==> src/rtl/remote_cmd_sender.sv <==
// Remote-side command initiator: sends {cmd, data_hi, data_lo} over a byte UART,
// then waits for a single response byte with a timeout.
module remote_cmd_sender #(
  parameter int FAST_SIM     = 1,
  parameter int RESP_TIMEOUT = 1048576
) (
  input  logic        clk,
  input  logic        rst_n,
  input  logic        snd_cmd,
  input  logic [7:0]  cmd,
  input  logic [15:0] data,
  input  logic        tx_done,
  input  logic        rx_rdy,
  input  logic [7:0]  rx_data,
  output logic        trmt,
  output logic [7:0]  tx_data,
  output logic        clr_rx_rdy,
  output logic        cmd_sent,
  output logic [7:0]  resp,
  output logic        resp_rdy,
  output logic        timeout,
  output logic        busy
);

  localparam int LIMIT = (FAST_SIM != 0) ? 512 : RESP_TIMEOUT;
  localparam int TW    = $clog2(LIMIT + 1);
  localparam logic [TW-1:0] TMR_LAST = TW'(LIMIT - 1);

  localparam logic [2:0] IDLE      = 3'd0;
  localparam logic [2:0] TX_CMD    = 3'd1;
  localparam logic [2:0] TX_HI     = 3'd2;
  localparam logic [2:0] TX_LO     = 3'd3;
  localparam logic [2:0] WAIT_RESP = 3'd4;

  logic [2:0]    state;
  logic [15:0]   data_q;
  logic [TW-1:0] timer;
  logic          rx_new;

  // rx_rdy stays high for the cycle in which clr_rx_rdy is asserted, so a
  // byte already being knocked down must not be consumed a second time.
  assign rx_new = rx_rdy && !clr_rx_rdy;
  assign busy   = (state != IDLE);

  always_ff @(posedge clk or negedge rst_n) begin
    if (!rst_n) begin
      state      <= IDLE;
      data_q     <= '0;
      timer      <= '0;
      trmt       <= 1'b0;
      tx_data    <= 8'h00;
      clr_rx_rdy <= 1'b0;
      cmd_sent   <= 1'b0;
      resp       <= 8'h00;
      resp_rdy   <= 1'b0;
      timeout    <= 1'b0;
    end else begin
      trmt       <= 1'b0;
      cmd_sent   <= 1'b0;
      clr_rx_rdy <= 1'b0;
      // Bytes arriving outside WAIT_RESP are stale: drop them without capture.
      if (rx_new && state != WAIT_RESP)
        clr_rx_rdy <= 1'b1;
      case (state)
        IDLE: if (snd_cmd) begin
          data_q   <= data;
          tx_data  <= cmd;
          trmt     <= 1'b1;
          resp_rdy <= 1'b0;
          timeout  <= 1'b0;
          state    <= TX_CMD;
        end
        TX_CMD: if (tx_done) begin
          tx_data <= data_q[15:8];
          trmt    <= 1'b1;
          state   <= TX_HI;
        end
        TX_HI: if (tx_done) begin
          tx_data <= data_q[7:0];
          trmt    <= 1'b1;
          state   <= TX_LO;
        end
        TX_LO: if (tx_done) begin
          cmd_sent <= 1'b1;
          timer    <= '0;
          state    <= WAIT_RESP;
        end
        WAIT_RESP: begin
          if (timer != TMR_LAST)
            timer <= timer + 1'b1;
          // Response has priority over a simultaneous expiry.
          if (rx_new) begin
            resp       <= rx_data;
            resp_rdy   <= 1'b1;
            clr_rx_rdy <= 1'b1;
            state      <= IDLE;
          end else if (timer == TMR_LAST) begin
            timeout <= 1'b1;
            state   <= IDLE;
          end
        end
        default: state <= IDLE;
      endcase
    end
  end

endmodule

==> config.mk <==
export PLATFORM = sky130hd
export DESIGN_NAME = remote_cmd_sender
export DESIGN_NICKNAME = d
export VERILOG_FILES = /design/src/rtl/remote_cmd_sender.sv
export SDC_FILE = /design/constraint.sdc
export NUM_CORES = 1
export LEC_CHECK = 0
export BUFFER_PORTS_ARGS = -buffer_cell sky130_fd_sc_hd__buf_4
export CAP_MARGIN = 15
export CORE_MARGIN = 3
export CORE_UTILIZATION = 48
export CTS_CLUSTER_SIZE = 16
export DETAILED_ROUTE_END_ITERATION = 6
export PLACE_DENSITY = 0.88
export SYNTH_ARGS = -nofsm -noshare
export SYNTH_HDL_FRONTEND = slang
export SYNTH_SLANG_ARGS = --single-unit
==> constraint.sdc <==
create_clock -name clk -period 1.7 [get_ports clk]
set_input_delay 0.34 -clock clk [delete_from_list [all_inputs] [get_ports clk]]
set_output_delay 0.34 -clock clk [all_outputs]
set_load 0.03 [all_outputs]
Word-level counts from Yosys, hierarchy flattened
Cells that the tools add are included.
{"block": "totals", "register_bits": 50, "out_inout_bits": 22}
{"block": "classes", "addsub": 1, "n_eq_ne": 16, "muxes": 27, "n_reduce_logical": 16}
{"op": "$mux 8", "count": 3}
{"op": "$pmux 8 s3", "count": 1}
{"op": "$mux 10", "count": 2}
{"op": "$pmux 10 s2", "count": 1}
{"op": "$mux 3", "count": 6}
{"op": "$ne 2x2->1 const B", "count": 8}
{"op": "$pmux 3 s5", "count": 1}
{"op": "$add 10x1->10 const B", "count": 1}
{"op": "$eq 10x9->1 const B", "count": 1}
{"op": "$mux 1", "count": 10}
{"op": "$ne 10x9->1 const B", "count": 1}
{"op": "$reduce_and 4->1", "count": 2}
{"op": "$eq 3x2->1 const B", "count": 2}
{"op": "$ne 3x3->1 const B", "count": 2}
{"op": "$pmux 1 s2", "count": 3}
{"op": "$reduce_and 3->1", "count": 2}
{"op": "$reduce_bool 3->1", "count": 2}
{"op": "$reduce_and 5->1", "count": 1}
{"op": "$reduce_and 2->1", "count": 2}
{"op": "$reduce_bool 2->1", "count": 2}
{"op": "$eq 3x1->1 const B", "count": 1}
{"op": "$eq 3x3->1 const B", "count": 1}
{"op": "$logic_not 3->1", "count": 1}
{"op": "$logic_and 1x1->1", "count": 2}
{"op": "2 further kinds", "count": 2}

Logic depth before layout (Yosys ltp)
Gate-level depths: netlist (run 1).
{"block": "depth", "word_depth": 6, "ltp_mapped": 7, "depth_no_buf": 5}

Worst setup path before layout (run 1)
No wires, ideal clock.
{"block": "synth_path", "kind": "reg2reg", "start": "register state[1]", "end": "register data_q[10]", "setup_ps": 125, "arrival_time_ps": 1655, "required_time_ps": 1575, "path_slack_ps": -79, "stages_incl_launch_ff": 6, "path_cell_list": "dfrtp_1 > buf_6 > or3_4 > nor2_4 > buf_4 > mux2_2"}
{"block": "synth_between", "elab_chain_cells": 2}
{"element": "start: declaration", "line_no": "35", "text": "logic [2:0] state;"}
{"element": "start signal: assignment", "line_no": "47", "text": "state <= IDLE;"}
{"element": "start signal: assignment", "line_no": "71", "text": "state <= TX_CMD;"}
{"element": "start signal: assignment", "line_no": "76", "text": "state <= TX_HI;"}
{"element": "$logic_not 3->1", "line_no": "64", "text": "case (state)"}
{"element": "$reduce_and 2->1 (no source line)"}
{"element": "end signal: assignment", "line_no": "66", "text": "data_q <= data;"}
{"element": "end: declaration", "line_no": "36", "text": "logic [15:0] data_q;"}
No other way between the ends.
A chain may end at the register's enable or synchronous reset.

Final worst setup path (run 1)
{"block": "layout_path", "start": "register state[1]", "end": "output busy"}
{"block": "layout_between", "elab_chain_cells": 1}
{"element": "$reduce_bool 3->1", "line_no": "43", "text": "assign busy = (state != IDLE);"}
{"element": "end: declaration", "line_no": "22", "text": "output logic busy"}
No other way between the ends.

==> results of run 1 <==
==> metal layers <==
metal | GRT usage (%) | share of wire (%) | vias up | wire (um)
li1 | - | - | 902 | -
met1 | 24.7 | 42 | 954 | 2260
met2 | 30.1 | 49 | 74 | 2610
met3 | 4.58 | 6.4 | 15 | 342
met4 | 8.70 | 2.6 | 0 | 141
met5 | 0 | 0 | - | 0
==> final timing paths <==
| path | slack [ns] | start | cells past startpoint | end |
|---|---|---|---|---|
| setup / recovery | 0.04 | state[1]$_DFFE_PN0P_ | 2 | busy |
| hold / removal | 0.04 | rst_n | 1 | cmd_sent$_DFF_PN0_ |
| setup reg to reg | 0.04 | state[0]$_DFFE_PN0P_ | 5 | tx_data[4]$_DFFE_PN0P_ |
| hold reg to reg | 0.49 | clr_rx_rdy$_DFF_PN0_ | 1 | clr_rx_rdy$_DFF_PN0_ |
| max in group asynchronous | 1.23 | rst_n | 1 | state[0]$_DFFE_PN0P_ |
| min in group clk | 0.26 | data[14] | 2 | data_q[14]$_DFFE_PN0P_ |
==> synthesized netlist by cell type, drive strengths merged, types with 5 or more instances <==
master	instances	share of area [%]
clkbuf	6	0.94
o41ai	9	3.3
buf	6	2.4
o32ai	8	2.9
a211oi	9	3.0
nor3	5	1.5
mux2	24	11
nor2	29	4.8
o21ai	14	2.9
dfrtp	50	52
mux2i	7	2.9
inv	6	0.94
nand2	9	1.4
==> sequential cells by signal (all words and copies together), names as in the netlist <==
signal,cells
trmt,1
timeout,1
clr_rx_rdy,1
tx_data,8
resp,8
resp_rdy,1
cmd_sent,1
data_q,16
state,3
timer,10
==> layout by cell type (no fill, tap or decap), types with 7 or more instances in the layout <==
| cell type | n |
|---|---|
| mux2i_1 | 7 |
| buf_4 | 66 |
| a211oi_1 | 8 |
| o32ai_1 | 8 |
| o21ai_0 | 13 |
| dfrtp_1 | 50 |
| nor2_1 | 28 |
| mux2_2 | 24 |
| nand2_1 | 8 |
==> metrics by stage <==
stage          setup TNS [ns]  utilization (%)
5_1_grt                -0.123             64.2
3_5_place_dp                0             61.2
3_3_place_gp                0             61.2
6_report                    0             64.2
2_1_floorplan          -0.629                -
4_1_cts                     0             63.5
==> worst max-delay path, stage by stage (launching register included) <==
cell and delay (ns):
dfrtp_1 0.42, or3_4 0.41, buf_4 0.18
==> cells by family after synthesis <==
| family | after synthesis |
|---|---|
| AOI/OAI and AO/OA | 48 |
| xor gates and xnor gates | 1 |
| adders and majority gates | 1 |
| buffers and inverters | 19 |
| DFF | 50 |
| muxes | 31 |
| and+or+nand+nor | 61 |
==> layout make-up <==
class | count | area (um^2)
tap | 67 | 83.8
inverter | 7 | 26.3
multi-input combinational | 142 | 1070
clock inverter | 1 | 30.0
sequential | 50 | 1250
fill | 383 | 1720
clock buffer | 6 | 82.6
timing repair buffer | 68 | 527
==> power by group <==
part | internal (mW) | leakage [nW] | switching [mW]
Clock | 0.471 | 0.0573 | 0.380
Combinational | 1.13 | 0.729 | 1.46
Sequential | 1.67 | 0.633 | 0.278
Total | 3.27 | 1.42 | 2.11
==> timing repair <==
item | 4_1_cts | 5_1_grt
endpoints found under the setup margin | 0 | 19
resized for setup | 0 | 7
hold endpoints to repair | 0 | 0
==> flow_summary.json, run 1 <==
{
  "yosysUniqueCellTypes": 41,
  "setup-violations-final": 0,
  "muxShareOfSynthArea_pct": 14.2,
  "final_cell_area_mm2": 0.00307,
  "power_density_mw_per_mm2": 1760,
  "hold_class": "input port to async pin",
  "grt_max_degree": 51,
  "grt_pass1_vias": 1899,
  "final_hold_viol_count": 0,
  "io_buffers": 58,
  "fp.coreArea_mm2": 0.00479,
  "rsz0062_at_grt": "true",
  "endpoint_kind": "output pin",
  "syn-cell-area_mm2": 0.00240,
  "io_pins": 59,
  "grt_usage_pct": 19.0,
  "worstSetupStartpointType": "flip-flop",
  "clk_pin_slew_worst_paths_ns": 0.09,
  "clkSinkCount": 50,
  "clk_path_buf_depth": 2,
  "dp_hpwl_um": 3880,
  "ys_ff_latch": 50,
  "finalPower_mw": 5.39,
  "peakVddDrop_mv": 1.03,
  "wl_per_cell_um": 15.7,
  "holdBufCountCts": 0,
  "synthSimpleGateAreaFrac_pct": 13.8,
  "insertion_delay_ns": 0.30,
  "cts_max_level": 2,
  "antenna_left": 0,
  "critical_path.max_fanout": 4,
  "row_count": 25,
  "postSynthCellCount": 211,
  "die_width_um": 76.7,
  "vias_per_cell": 5.70,
  "crit_arrival_ns": 1.32,
  "leakage_nw": 1.42,
  "placed_area_mm2": 0.00293,
  "fin_skew_ns": 0.00594,
  "grt_pass1_wl_um": 8970,
  "synth-xor-area-share_pct": 0.365,
  "cts.root.buffer_cell": "clkbuf_8",
  "cap_violations": 0,
  "fin_cells": 341,
  "yosysSeqAreaShare_pct": 52.1,
  "fin_ws_ns": 0.0428,
  "synthAdderAreaFrac_pct": 0.521,
  "place_congestion": 0.851,
  "period_needed_ns": 1.66,
  "max_freq_ghz": 0.603,
  "cts_tree": "yes",
  "wl_um": 5360,
  "synthArstFlopShare_pct": 100,
  "drt_pre_antenna_iters": 4,
  "nets": 312,
  "status": "finished, final reports clean",
  "die-area_mm2": 0.00588,
  "place_worst_setup_slack_ns": 0.0251,
  "synth_top_family_by_area": "compound AO/OA/AOI/OAI gates",
  "cts_setup_buffers": 0,
  "yosysWarningCount": 0,
  "vias": 1945,
  "slew_violations": 0,
  "synth_compound_area_share_pct": 14.6,
  "antenna_found_initial": 0,
  "antenna_cells": 0,
  "path_class": "flip-flop to output pin",
  "drtIter0Drc": 92,
  "dp_cells": 334,
  "synth_edf_count": 0,
  "syn-num-nets": 249,
  "synth-main-ff-cell": "dfrtp_1",
  "cp_data_required_time_ns": 1.36,
  "worstMarginPinSlew_ns": 0.628,
  "drc_errors": 0,
  "avgSynthCellArea_um2": 11.4,
  "fin_hold_ws_ns": 0.0412,
  "area_growth_pct": 27.9,
  "drive_above_1_share_pct": 40.9,
  "finalCritPeriodShare_pct": 97.5,
  "slew_headroom_pct": 58.1,
  "die_y_um": 76.7,
  "grt-ovfl-total": 0,
  "start_util_pct": 50.1,
  "cts_inserted_buffers": 5
}
Note: power is estimated with default switching activity, not from simulation.
==> run 2: changes to the inputs <==
==> config.mk (replaced) <==
export PLATFORM = sky130hd
export DESIGN_NAME = remote_cmd_sender
export DESIGN_NICKNAME = d
export VERILOG_FILES = /design/src/rtl/remote_cmd_sender.sv
export SDC_FILE = /design/constraint.sdc
export NUM_CORES = 1
export LEC_CHECK = 0
export CAP_MARGIN = 15
export CORE_MARGIN = 3
export CORE_UTILIZATION = 30
export CTS_CLUSTER_SIZE = 28
export DETAILED_ROUTE_END_ITERATION = 6
export DONT_BUFFER_PORTS = 1
export PLACE_DENSITY = 0.57
export SYNTH_ARGS = -nofsm -noshare
export SYNTH_HDL_FRONTEND = slang
export SYNTH_SLANG_ARGS = --single-unit
==> run 2 against run 1 <==
Compared with the run above: via count is 14% lower; clock skew down 0.0012 ns; die area up 55%; non-clock buffer count down 53; first-iteration DRC count up 61%; design area down 11%; cell count shrank 5.9%; utilization shrank 28 points; total power decreased by 7.4%; fmax is 0.59% higher; register-to-register slack gained 0.06 ns; count of clock-buffer cells in the layout is the same.
==> flow_summary.json, run 2 (synthesized netlist as in run 1, its figures left out) <==
{
  "status": "finished, final reports clean",
  "top_regs": "data_q: 16 flops, timer: 10 flops",
  "cts_max_level": 2,
  "period_needed_ns": 1.65,
  "drt_pre_antenna_iters": 4,
  "largest_reg_flops": 16,
  "area_growth_pct": 13.5,
  "cp_data_required_time_ns": 1.36,
  "worstMarginPinSlew_ns": 0.348,
  "max_freq_ghz": 0.607,
  "grt_pass1_wl_um": 8880,
  "top_register": "data_q",
  "vias_per_cell": 5.18,
  "die-area_mm2": 0.00911,
  "die_width_um": 95.4,
  "wl_per_cell_um": 17.2,
  "start_util_pct": 32.1,
  "io_pins": 59,
  "placed_area_mm2": 0.00255,
  "path_class": "flip-flop to output pin",
  "grt_max_degree": 51,
  "finalCritPeriodShare_pct": 96.9,
  "peakVddDrop_mv": 0.723,
  "io_buffers": 0,
  "nFillCells": 748,
  "final_cell_mix": "dfrtp_1 (50), nor2_1 (28), mux2_2 (24), o21ai_0 (12), buf_4 (12)",
  "grt_usage_pct": 12.5,
  "clkSinkCount": 50,
  "antenna_left": 0,
  "insertion_delay_ns": 0.30,
  "hold_class": "input port to flip-flop",
  "slew_headroom_pct": 76.7,
  "multi_input_area_mm2": 0.00106,
  "seqCellArea_mm2": 0.00125,
  "clk_pin_slew_worst_paths_ns": 0.09,
  "fin_skew_ns": 0.00478,
  "final_cell_area_mm2": 0.00272,
  "die_y_um": 95.4,
  "slew_violations": 0,
  "final_common_cell": "dfrtp_1",
  "worstSetupStartpointType": "flip-flop",
  "rsz0062_at_grt": "false",
  "cts.root.buffer_cell": "clkbuf_8",
  "clk_path_buf_depth": 2,
  "drc_errors": 0,
  "wl_um": 5510,
  "antenna_found_initial": 0,
  "fin_util_pct": 36.4,
  "cts_inserted_buffers": 5,
  "fp.coreArea_mm2": 0.00749,
  "leakage_nw": 1.15,
  "grt_pass1_vias": 1699,
  "antenna_cells": 0,
  "drive_above_1_share_pct": 25.2,
  "vias": 1663,
  "place_congestion": 0.786,
  "dp_hpwl_um": 3900,
  "grt-ovfl-total": 0,
  "power_density_mw_per_mm2": 1830,
  "row_count": 31,
  "cap_violations": 0,
  "cts_tree": "yes",
  "nets": 259,
  "crit_arrival_ns": 1.31,
  "drtIter0Drc": 148,
  "endpoint_kind": "output pin",
  "setup-violations-final": 0,
  "critical_path.max_fanout": 3,
  "fin_hold_ws_ns": 0.180,
  "final_hold_viol_count": 0
}
==> run 2: cell count changes in the layout (fill, tap and decap cells not counted), sizes merged <==
cell	change
buf	-54
clkinvlp	+1
dlygate4sd3	+1
==> run 2: final timing paths <==
check                                       start                      to  slack (ns)  cells after the start
setup / recovery             state[0]$_DFFE_PN0P_                    busy        0.05                      2
hold / removal                         rx_data[3]     resp[3]$_DFFE_PN0N_        0.18                      1
setup reg to reg             state[1]$_DFFE_PN0P_  tx_data[5]$_DFFE_PN0P_        0.10                      4
hold reg to reg            data_q[11]$_DFFE_PN0P_  data_q[11]$_DFFE_PN0P_        0.51                      1
max in group asynchronous                   rst_n    state[2]$_DFFE_PN0P_        0.93                      2
min in group asynchronous                   rst_n  tx_data[3]$_DFFE_PN0P_        0.55                      2
==> run 2: layer usage <==
metal	global-route usage [%]	vias to the layer above	routed length (um)
met2	20.0	34	2680
met1	16.7	827	2520
met3	3.24	4	250
li1	-	798	-
met4	3.55	0	59
met5	0	-	0
==> run 2: worst max-delay path, stage by stage (launching register included) <==
cell	delay [ns]
dfrtp_1	0.40
or3_4	0.42
buf_4	0.19
==> run 2: repair_timing <==
| item | in CTS | in global routing |
|---|---|---|
| buffers inserted | 0 | 0 |
| endpoints found under the setup margin | 0 | 13 |
| resized for setup | 0 | 6 |
| hold buffers | 2 | 0 |
| hold endpoints to repair | 50 | 0 |
==> run 2: metrics by stage <==
step	total power, mW	setup WS [ns]	std cells	TNS (ns)
4_1_cts	4.99	0.00540	321	0
3_3_place_gp	4.05	0.0386	311	0
6_report	4.99	0.0526	321	0
2_1_floorplan	3.69	-0.0699	211	-0.629
3_5_place_dp	4.10	0.0227	311	0
5_1_grt	5.32	0.00990	321	0
==> run 2: layout make-up <==
class	instances	share of cell area [%]
Timing Repair Buffer	15	5.42
Inverter	7	0.965
Clock inverter	2	1.38
Clock buffer	6	2.66
Sequential cell	50	45.9
Multi-Input combinational cell	142	39.1
Tap cell	99	4.55
==> run 2: power by group <==
part	total (mW)	switching, mW	leakage (nW)	internal (mW)
clock network	0.845	0.406	0.0514	0.440
logic	1.75	0.929	0.465	0.817
registers	2.40	0.732	0.633	1.67
total	4.99	2.07	1.15	2.92
==> run 3: changes to the inputs <==
--- a/config.mk
+++ b/config.mk
@@ -5,6 +5,7 @@
 export SDC_FILE = /design/constraint.sdc
 export NUM_CORES = 1
 export LEC_CHECK = 0
+export ABC_AREA = 0
 export CAP_MARGIN = 15
 export CORE_MARGIN = 3
 export CORE_UTILIZATION = 30
==> constraint.sdc (replaced) <==
create_clock -name clk -period 1.7 [get_ports clk]
set_input_delay 0 -clock clk [delete_from_list [all_inputs] [get_ports clk]]
set_output_delay 0 -clock clk [all_outputs]
set_load 0.03 [all_outputs]
==> run 3 against run 2 <==
Compared with the run above: clock skew is 0.00085 ns lower; sequential power is essentially flat; worst setup slack better by 0.046 ns; utilization increased by 4.7 points; critical path depth increased by 2; combinational power rose by 4%; routed wire length grew 7.3%; fmax grew 2.9%; first-iteration DRC count is 22% higher; sequential share of layout area shrank 5.2 points; via count up 8.5%; register-to-register slack hardly changed.
==> flow_summary.json, run 3 (synthesized netlist as in run 1, its figures left out) <==
{
  "drtIter0Drc": 181,
  "worstSetupStartpointType": "flip-flop",
  "final_hold_viol_count": 0,
  "area_growth_pct": 28.1,
  "period_needed_ns": 1.60,
  "fin_util_pct": 41.1,
  "vias_per_cell": 5.07,
  "clk_path_buf_depth": 2,
  "io_pins": 59,
  "die-area_mm2": 0.00911,
  "fin_skew_ns": 0.00392,
  "wl_um": 5910,
  "finalSetupTns_ns": 0,
  "max_freq_ghz": 0.624,
  "nets": 294,
  "cts_tree": "yes",
  "top_regs": "data_q: 16 flops, timer: 10 flops",
  "cts_max_level": 2,
  "place_congestion": 0.786,
  "row_count": 31,
  "vias": 1804,
  "grt-ovfl-total": 0,
  "finalCritPeriodShare_pct": 94.2,
  "die_width_um": 95.4,
  "cts_setup_buffers": 0,
  "start_util_pct": 32.1,
  "clk_pin_slew_worst_paths_ns": 0.09,
  "seqCellArea_mm2": 0.00125,
  "top_register": "data_q",
  "io_buffers": 0,
  "insertion_delay_ns": 0.30,
  "status": "finished, final reports clean",
  "crit_arrival_ns": 1.79,
  "fin_ws_ns": 0.0983,
  "largest_reg_flops": 16,
  "clkSinkCount": 50,
  "final_cell_mix": "dfrtp_1 (50), dlygate4sd3_1 (36), nor2_1 (28), mux2_2 (24)",
  "grt_usage_pct": 13.7,
  "worstMarginPinSlew_ns": 0.362,
  "antenna_cells": 0,
  "critical_path.max_fanout": 17,
  "grt_max_degree": 51,
  "antenna_found_initial": 0,
  "place_worst_setup_slack_ns": 0.0227,
  "power_density_mw_per_mm2": 1650,
  "nFillCells": 715,
  "drt_pre_antenna_iters": 5,
  "cts_inserted_buffers": 5,
  "hold_class": "input port to flip-flop",
  "multi_input_area_mm2": 0.00106,
  "wl_per_cell_um": 16.6,
  "slew_headroom_pct": 75.8,
  "fp.coreArea_mm2": 0.00749,
  "rsz0062_at_grt": "false",
  "setup-violations-final": 0,
  "dp_hpwl_um": 3900,
  "path_class": "flip-flop to flip-flop",
  "die_y_um": 95.4,
  "peakVddDrop_mv": 0.737,
  "drive_above_1_share_pct": 21.8,
  "cts.root.buffer_cell": "clkbuf_8",
  "slew_violations": 0,
  "fin_hold_ws_ns": 0.0289,
  "grt_pass1_vias": 1890,
  "antenna_left": 0,
  "cap_violations": 0,
  "final_common_cell": "dfrtp_1",
  "grt_pass1_wl_um": 9770,
  "leakage_nw": 1.30,
  "endpoint_kind": "flip-flop",
  "drc_errors": 0,
  "cp_data_required_time_ns": 1.89
}
[run 3: per-layer routing]
metal / wire (um) / track usage [%] / vias up / share of wire, %
met5: 0 / 0 / - / 0
met4: 59 / 3.67 / 0 / 1.0
met3: 205 / 2.45 / 4 / 3.5
met2: 2910 / 22.4 / 33 / 49
met1: 2740 / 18.8 / 898 / 46
li1: - / - / 869 / -
[run 3: what timing repair did]
action / CTS / global route
gates resized for setup: 0 / 6
setup endpoints to repair: 0 / 13
endpoints found under the hold margin: 86 / 0
hold buffers: 37 / 0
[run 3: power by group]
group | total, mW | switching, mW | internal, mW
Clock | 0.847 | 0.407 | 0.440
Combinational | 1.82 | 0.953 | 0.871
Sequential | 2.40 | 0.740 | 1.66
Total | 5.08 | 2.10 | 2.98
[run 3: area by class of cell]
cell class	count	area share [%]
clock buffers	6	2.36
flip-flops and latches	50	40.7
inverters	7	0.855
clock inverters	2	1.22
repair buffers	50	16.2
well taps	99	4.03
multi-input cells	142	34.6
[run 3: path summary, 6_finish.rpt]
check                                       startpoint                     end  slack [ns]  cells past startpoint
worst min register to register  data_q[11]$_DFFE_PN0P_  data_q[11]$_DFFE_PN0P_        0.51                      1
worst max-delay path              state[1]$_DFFE_PN0P_  tx_data[3]$_DFFE_PN0P_         0.1                      4
min in group asynchronous                        rst_n  data_q[15]$_DFFE_PN0P_        0.21                      2
worst max register to register    state[1]$_DFFE_PN0P_  tx_data[3]$_DFFE_PN0P_         0.1                      4
max in group asynchronous                        rst_n     resp[0]$_DFFE_PN0N_        1.28                      2
worst min-delay path                            cmd[2]  tx_data[2]$_DFFE_PN0P_        0.03                      2
[run 3: stage by stage]
step / power [mW] / cells / area (um^2)
floorplan: 3.69 / 211 / 2400
global placement: 4.05 / 311 / 2550
detailed placement: 4.10 / 311 / 2550
CTS: 5.06 / 356 / 3050
global route: 5.41 / 356 / 3070
finish: 5.08 / 356 / 3070
[run 3: critical path: stages (launching register included)]
cell	delay, ns
dfrtp_1	0.38
buf_4	0.26
nand2b_4	0.14
o22a_4	0.31
o41ai_1	0.39
